<file path="config.mk">
export PLATFORM = sky130hd
export DESIGN_NAME = instr_encoder
export DESIGN_NICKNAME = d
export VERILOG_FILES = /design/src/rtl/riscv_pkg.sv /design/src/rtl/imm_pack.sv /design/src/rtl/instr_encoder.sv
export SDC_FILE = /design/constraint.sdc
export NUM_CORES = 1
export LEC_CHECK = 0
export ABC_AREA = 1
export CAP_MARGIN = 10
export CORE_MARGIN = 4
export CORE_UTILIZATION = 48
export CTS_CLUSTER_SIZE = 25
export DETAILED_ROUTE_END_ITERATION = 8
export GPL_ROUTABILITY_DRIVEN = 0
export PLACE_DENSITY = 0.76
export SYNTH_ARGS = -nofsm -noshare
export SYNTH_HDL_FRONTEND = slang
export SYNTH_SLANG_ARGS = --single-unit
export TNS_END_PERCENT = 5
</file>
<file path="constraint.sdc">
create_clock -name clk -period 2.3 [get_ports clk]
set_input_delay 0.46 -clock clk [delete_from_list [all_inputs] [get_ports clk]]
set_output_delay 0.46 -clock clk [all_outputs]
set_load 0.02 [all_outputs]
</file>
<file path="src/rtl/riscv_pkg.sv">
// Shared RV32I encoding definitions: instruction classes, opcodes and
// immediate range limits used by the encoder.
package riscv_pkg;

  typedef enum logic [2:0] {
    IcLw    = 3'd0,
    IcSw    = 3'd1,
    IcRtype = 3'd2,
    IcBeq   = 3'd3,
    IcIalu  = 3'd4,
    IcJal   = 3'd5
  } iclass_t;

  localparam logic [6:0] OP_LW   = 7'b0000011;
  localparam logic [6:0] OP_SW   = 7'b0100011;
  localparam logic [6:0] OP_R    = 7'b0110011;
  localparam logic [6:0] OP_BEQ  = 7'b1100011;
  localparam logic [6:0] OP_IALU = 7'b0010011;
  localparam logic [6:0] OP_JAL  = 7'b1101111;

  localparam logic [31:0] NOP_INSTR = 32'h0000_0013;

  localparam int IMM12_MIN = -2048;
  localparam int IMM12_MAX = 2047;
  localparam int BIMM_MIN  = -4096;
  localparam int BIMM_MAX  = 4094;
  localparam int JIMM_MIN  = -(1 << 20);
  localparam int JIMM_MAX  = (1 << 20) - 2;
  localparam int SHAMT_MAX = 31;

  function automatic logic in_range(input logic [31:0] v, input int lo, input int hi);
    return ($signed(v) >= lo) && ($signed(v) <= hi);
  endfunction

endpackage

</file>
<file path="src/rtl/imm_pack.sv">
// Places immediate (and funct7) bits into their instruction positions for each
// class and flags immediates that cannot be represented.
module imm_pack
  import riscv_pkg::*;
(
  input  logic [2:0]  iclass,
  input  logic [2:0]  funct3,
  input  logic        funct7b5,
  input  logic [31:0] imm,
  output logic [31:0] imm_bits,
  output logic        imm_err
);

  logic is_shift;
  assign is_shift = (funct3 == 3'b001) || (funct3 == 3'b101);

  always_comb begin
    imm_bits = '0;
    imm_err  = 1'b0;
    case (iclass)
      IcLw: begin
        imm_bits[31:20] = imm[11:0];
        imm_err         = !in_range(imm, IMM12_MIN, IMM12_MAX);
      end
      IcSw: begin
        imm_bits[31:25] = imm[11:5];
        imm_bits[11:7]  = imm[4:0];
        imm_err         = !in_range(imm, IMM12_MIN, IMM12_MAX);
      end
      IcRtype: begin
        imm_bits[31:25] = {1'b0, funct7b5, 5'b0};
      end
      IcBeq: begin
        imm_bits[31]    = imm[12];
        imm_bits[30:25] = imm[10:5];
        imm_bits[11:8]  = imm[4:1];
        imm_bits[7]     = imm[11];
        imm_err         = !in_range(imm, BIMM_MIN, BIMM_MAX) || imm[0];
      end
      IcIalu: begin
        // Shifts reuse the upper immediate bits as a funct7 field.
        if (is_shift) begin
          imm_bits[31:25] = {1'b0, funct7b5, 5'b0};
          imm_bits[24:20] = imm[4:0];
          imm_err         = !in_range(imm, 0, SHAMT_MAX);
        end else begin
          imm_bits[31:20] = imm[11:0];
          imm_err         = !in_range(imm, IMM12_MIN, IMM12_MAX);
        end
      end
      IcJal: begin
        imm_bits[31]    = imm[20];
        imm_bits[30:21] = imm[10:1];
        imm_bits[20]    = imm[11];
        imm_bits[19:12] = imm[19:12];
        imm_err         = !in_range(imm, JIMM_MIN, JIMM_MAX) || imm[0];
      end
      default: imm_err = 1'b1;
    endcase
  end

endmodule

</file>
<file path="src/rtl/instr_encoder.sv">
// Streaming RV32I encoder: one-deep output register with valid/ready handshake,
// write-address counter and handed-off word count.
module instr_encoder
  import riscv_pkg::*;
#(
  parameter int unsigned ADDR_W = 32,
  parameter int unsigned CNT_W  = 16
) (
  input  logic              clk,
  input  logic              reset,
  input  logic              in_valid,
  output logic              in_ready,
  input  logic [2:0]        iclass,
  input  logic [2:0]        funct3,
  input  logic              funct7b5,
  input  logic [4:0]        rd,
  input  logic [4:0]        rs1,
  input  logic [4:0]        rs2,
  input  logic [31:0]       imm,
  input  logic              base_load,
  input  logic [ADDR_W-1:0] base_addr,
  output logic              out_valid,
  input  logic              out_ready,
  output logic [31:0]       out_instr,
  output logic [ADDR_W-1:0] out_addr,
  output logic              out_err,
  output logic              err_sticky,
  output logic [CNT_W-1:0]  out_count
);

  logic              accept, hs;
  logic [31:0]       imm_bits, enc;
  logic              imm_err;
  logic [ADDR_W-1:0] addr_q, addr_d;

  assign in_ready = !out_valid || out_ready;
  assign accept   = in_valid && in_ready;
  assign hs       = out_valid && out_ready;

  imm_pack u_imm_pack (
    .iclass   (iclass),
    .funct3   (funct3),
    .funct7b5 (funct7b5),
    .imm      (imm),
    .imm_bits (imm_bits),
    .imm_err  (imm_err)
  );

  always_comb begin
    enc = NOP_INSTR;
    case (iclass)
      IcLw:    enc = imm_bits | {12'b0, rs1, 3'b010, rd, OP_LW};
      IcSw:    enc = imm_bits | {7'b0, rs2, rs1, 3'b010, 5'b0, OP_SW};
      IcRtype: enc = imm_bits | {7'b0, rs2, rs1, funct3, rd, OP_R};
      IcBeq:   enc = imm_bits | {7'b0, rs2, rs1, 3'b000, 5'b0, OP_BEQ};
      IcIalu:  enc = imm_bits | {12'b0, rs1, funct3, rd, OP_IALU};
      IcJal:   enc = imm_bits | {20'b0, rd, OP_JAL};
      default: enc = NOP_INSTR;
    endcase
    if (imm_err) enc = NOP_INSTR;
  end

  // A word captured during a handshake takes the post-increment address.
  always_comb begin
    addr_d = addr_q;
    if (base_load)  addr_d = base_addr;
    else if (hs)    addr_d = addr_q + ADDR_W'(4);
  end

  always_ff @(posedge clk) begin
    if (reset) begin
      addr_q     <= '0;
      out_valid  <= 1'b0;
      out_instr  <= '0;
      out_addr   <= '0;
      out_err    <= 1'b0;
      err_sticky <= 1'b0;
      out_count  <= '0;
    end else begin
      addr_q <= addr_d;
      if (base_load)  out_count <= '0;
      else if (hs)    out_count <= out_count + CNT_W'(1);
      if (accept && imm_err) err_sticky <= 1'b1;
      else if (base_load)    err_sticky <= 1'b0;
      if (accept) begin
        out_valid <= 1'b1;
        out_instr <= enc;
        out_addr  <= addr_d;
        out_err   <= imm_err;
      end else if (hs) begin
        out_valid <= 1'b0;
      end
    end
  end

endmodule

</file>
# Word level (Yosys, flattened, before mapping)
# Index checks and enable logic that the tools add are counted.
# word_totals
ff_bits	115
latchBits	0
memories	0
inputBits	91
mem_bits_ro	0
elab_cells	66
mem_bits_rw	0
# classes
multipliers	0
n_div	0
n_eq_ne	7
shift	0
muxes	15
bitwise	6
reduce_logical	21
order_cmp	8
add_sub_neg	2
# ops
op	count
$pmux 32 s6	1
$mux 32	3
$or 32x25->32	3
$or 32x20->32	2
$pmux 7 s5	1
$add 32x3->32 const B	1
$ge 32x1->1 const B	1
$ge 32x12->1 const B	1
$ge 32x13->1 const B	1
$ge 32x21->1 const B	1
$le 32x12->1 const B	1
$le 32x13->1 const B	1
$le 32x21->1 const B	1
$le 32x6->1 const B	1
$or 32x12->32	1
$add 16x1->16 const B	1
$pmux 5 s3	1
$mux 12	1
$pmux 5 s2	1
$eq 3x3->1 const B	3
$mux 8	1
$logic_and 1x1->1	7
$eq 3x1->1 const B	2
$eq 3x2->1 const B	2
other kinds (7)	20

# Logic depth before layout (Yosys ltp)
# depth
ltp_word	7
mapped_depth	15

# Modules after synthesis
# From an unflattened synthesis, not the netlist that was laid out.
# unflattened
cells_unflattened	1007
hier_area_um2	6419.9
# modules_own_cells
mod	n_inst	cells_per_inst	area_each_um2
instr_encoder	1	794	5514.0
imm_pack	1	213	905.9

# Worst setup path after synthesis
# No wires, ideal clock.
# synth_path
kind	reg-to-reg
startpoint	register out_count[0]
endpoint	register out_count[14]
path_buffers	0
stages_incl_launch_ff	11
setup_slack_ns	0.421
synth_period_minus_slack_ns	1.879
arrival_ns	1.764
path_cell_list	dfxtp_1 ha_1 nand3_1 nor2_1 nand4_1 nor3_1 nand2_1 nor4_2 nand3_1 nand2_1 nor2_1
# synth_between
elab_chain_len	1
# synth_rtl
item	line	source
from (decl)	instr_encoder.sv:28	output logic [CNT_W-1:0] out_count
from (signal assigned)	instr_encoder.sv:82	else if (hs) out_count <= out_count + CNT_W'(1);
$add 16x1->16	instr_encoder.sv:82	
# Every way passes these cells.
# A chain may end at the register's enable or synchronous reset.

# Worst setup path after layout
# layout_path
startpoint	input port out_ready
endpoint	output port in_ready
# layout_between
elab_chain_len	1
# layout_rtl
item	line	source
from (decl)	instr_encoder.sv:23	input logic out_ready,
$logic_or 1x1->1	instr_encoder.sv:36	assign in_ready = !out_valid || out_ready;
to (decl)	instr_encoder.sv:12	output logic in_ready,
# Every way passes these cells.

==> reports/qor.csv <==
metric,value,unit
status,"finished, final reports clean",
unique cell type count in the Yosys netlist,51,
Tcrit/Tclk final,0.958,
worst reg2reg setup slack,0.33,ns
TritonCTS clock tree,done,
CTS Root Cell,clkbuf_16,
Critical Path Start Type,primary input,
"Data required, critical path",1.84,ns
Hold Path Cell Cnt,2,
synth top area cells,"dfxtp_1 (37%), nand2_1 (13%), nor2_1 (8.0%), inv_1 (7.6%), nand3_1 (5.7%)",
Synth Warn #,0,
overall routing resource usage,0.256,
"Reg clk slew, reported paths",0.05,ns
WL/cell,13.9,µm
Starting Density,0.499,
Cells after DPL,1288,
crit path DAT,1.74,ns
post-route insts no fill,1320,
initial antenna violation count,0,
Clock Latency Late Sink,0.41,ns
Longest Clk Path Bufs,2,
Via Count,6677,
die width,121,µm
Post-synth EDFFs,0,
Max-slew headroom,0.353,
clk_skew,0.00612,ns
# diodes,0,
Worst Hold Class,in -> reg,
GRT Residual Overflow,0,
unrepaired setup endpoints after global routing,no,
Synth Net Count,1020,
Pwr per Cell Area,650,mW/mm²
Final Hold Vio Count,0,
synthesized area per cell,6.61,µm²
clock buffers created by TritonCTS,17,
Syn-to-layout area delta,46.3,%
# IOs,175,
Overall Power,5.83,mW
most common cell in the netlist,nand2_1,
R2R cell count,10,
num rows,40,
share of the synthesized area in the top cell type,0.369,
worst ir drop on vdd,484,µV
worst-path fanout max,3,
hold buffer count at cts,0,
drt total wl,18400,µm
1st-iter DRT viols,321,
Hold Startpoint,reset,
P_leak,3.88,nW
worst setup path category,in -> out,
HPWL after detailed placement,13900,µm
die height,121,µm
"Primary FF master, synth",dfxtp_1,
die area,0.0146,mm²
post-CTS setup buffers,0,
Achievable Freq,454,MHz
global-route wire length before repair,30200,µm
share of synthesized registers carrying an async set or reset,0,
Core Area,0.0123,mm²
H-tree depth,4,
Mapped Cells,927,
hold endpoint,out_instr[1]$_SDFFE_PP0P_,
Worst-Margin Slew,0.966,ns
setup TNS,0,ns
worst r2r dst,out_count[14]$_SDFFE_PP0P_,
MaxCap Viol Count,0,
Yosys top cell by area,dfxtp_1,
Mapped Area,0.00612,mm²
register bit total from synthesis,113,
vias per cell,5.06,
Nets,1232,
"top cells by count, synth","nand2_1 (219), nor2_1 (131), inv_1 (124), dfxtp_1 (113), nand3_1 (70)",
minimum clock period,2.20,ns
largest net degree at the start of global routing,56,
vias in the first global route,6503,
endpoints failing setup,0,
layout cells sized above 1,0.103,
final antenna-violating net count,0,
drt pass-1 iters,6,
fin. max-slew vios,0,
CTS sink cnt,113,
register area share after synthesis,0.369,
I/O Buffers,174,
crit path capture type,primary output,
reg2reg start,out_count[0]$_SDFFE_PP0P_,
residual DRC count,0,
worst hold slack,0.424,ns
CTS resizes,0,
[worst max path at each step]
stage / start / end / slack (ns)
3_5_place_dp: out_ready / addr_q[29]$_SDFF_PP0_ / -0.10
6_report: out_ready / in_ready / 0.1
5_1_grt: out_ready / in_ready / 0.03
3_3_place_gp: imm[12] / out_instr[19]$_SDFFE_PP0P_ / -0.06
2_1_floorplan: out_count[0]$_SDFFE_PP0P_ / out_count[14]$_SDFFE_PP0P_ / 0.42
4_1_cts: out_ready / in_ready / 0.09
[registers in the layout, indices dropped and copies added, names as in the netlist]
signal and flops:
out_count 16, out_addr 32, out_valid 1, out_instr 30, out_err 1, addr_q 32, err_sticky 1
[where the power goes]
part           switching [mW]  internal, mW
clock network           0.898          1.83
logic                   0.503         0.454
registers              0.0766          2.06
total                    1.48          4.35
[routing by layer]
| metal | GRT usage | routed length [µm] | part of all wire |
|---|---|---|---|
| met1 | 0.284 | 7370 | 0.40 |
| met2 | 0.453 | 9070 | 0.49 |
| met3 | 0.0839 | 1420 | 0.077 |
| met4 | 0.0970 | 530 | 0.029 |
| met5 | 0 | 0 | 0 |
[per-stage QoR]
stage | instance area, µm² | utilization | setup slack [ns]
floorplan | 6120 | - | 0.421
global placement | 8350 | 0.681 | -0.0570
detailed placement | 8350 | 0.681 | -0.102
CTS | 8960 | 0.731 | 0.0873
global route | 8960 | 0.731 | 0.0294
finish | 8960 | 0.731 | 0.0957
[layout make-up]
type | count | area, µm²
clock buffer | 22 | 454
clock inverter | 10 | 159
fill | 1035 | 3300
inverter | 130 | 493
multi-input combinational | 648 | 3200
sequential | 113 | 2260
tap | 168 | 210
timing repair buffer | 229 | 2190
[critical path, cell delays in order]
cell and delay (ns):
clkdlybuf4s50_1 0.52, inv_1 0.06, nand2_1 0.09, clkdlybuf4s50_1 0.61
[cells in the final DEF (no fill, tap or decap), drive strengths merged]
master and n:
buf 56, o21ai 41, clkinvlp 2, nand4 13
clkdlybuf4s50 173, clkinv 6, dfxtp 113, or2 5
a32o 1, o21a 1, nand3 72, a31oi 2
nor2 140, o22ai 2, nand2 228, inv 128
and3 1, xor2 9, o21bai 3, o211ai 20
a22oi 9, ha 2, a21o 1, nor4 6
o221ai 1, a21oi 58, nor3 17, mux2i 3
bufinv 4, and2 1, xnor2 8, nand3b 2
clkbuf 22, a211oi 2
[logic make-up (layout without fill, tap and decap cells)]
| group | after synthesis | in the layout | synth area share |
|---|---|---|---|
| adder cells (fa/ha/maj) | 2 | 2 | 0.00409 |
| buffers and inverters | 166 | 391 | 0.109 |
| XOR/XNOR | 17 | 17 | 0.0243 |
| AND/OR/NAND/NOR | 485 | 485 | 0.355 |
| AO/OA/AOI/OAI | 141 | 141 | 0.133 |
| flip-flops | 113 | 113 | 0.369 |
| multiplexers | 3 | 3 | 0.00490 |
(Power assumes the default switching activity.)
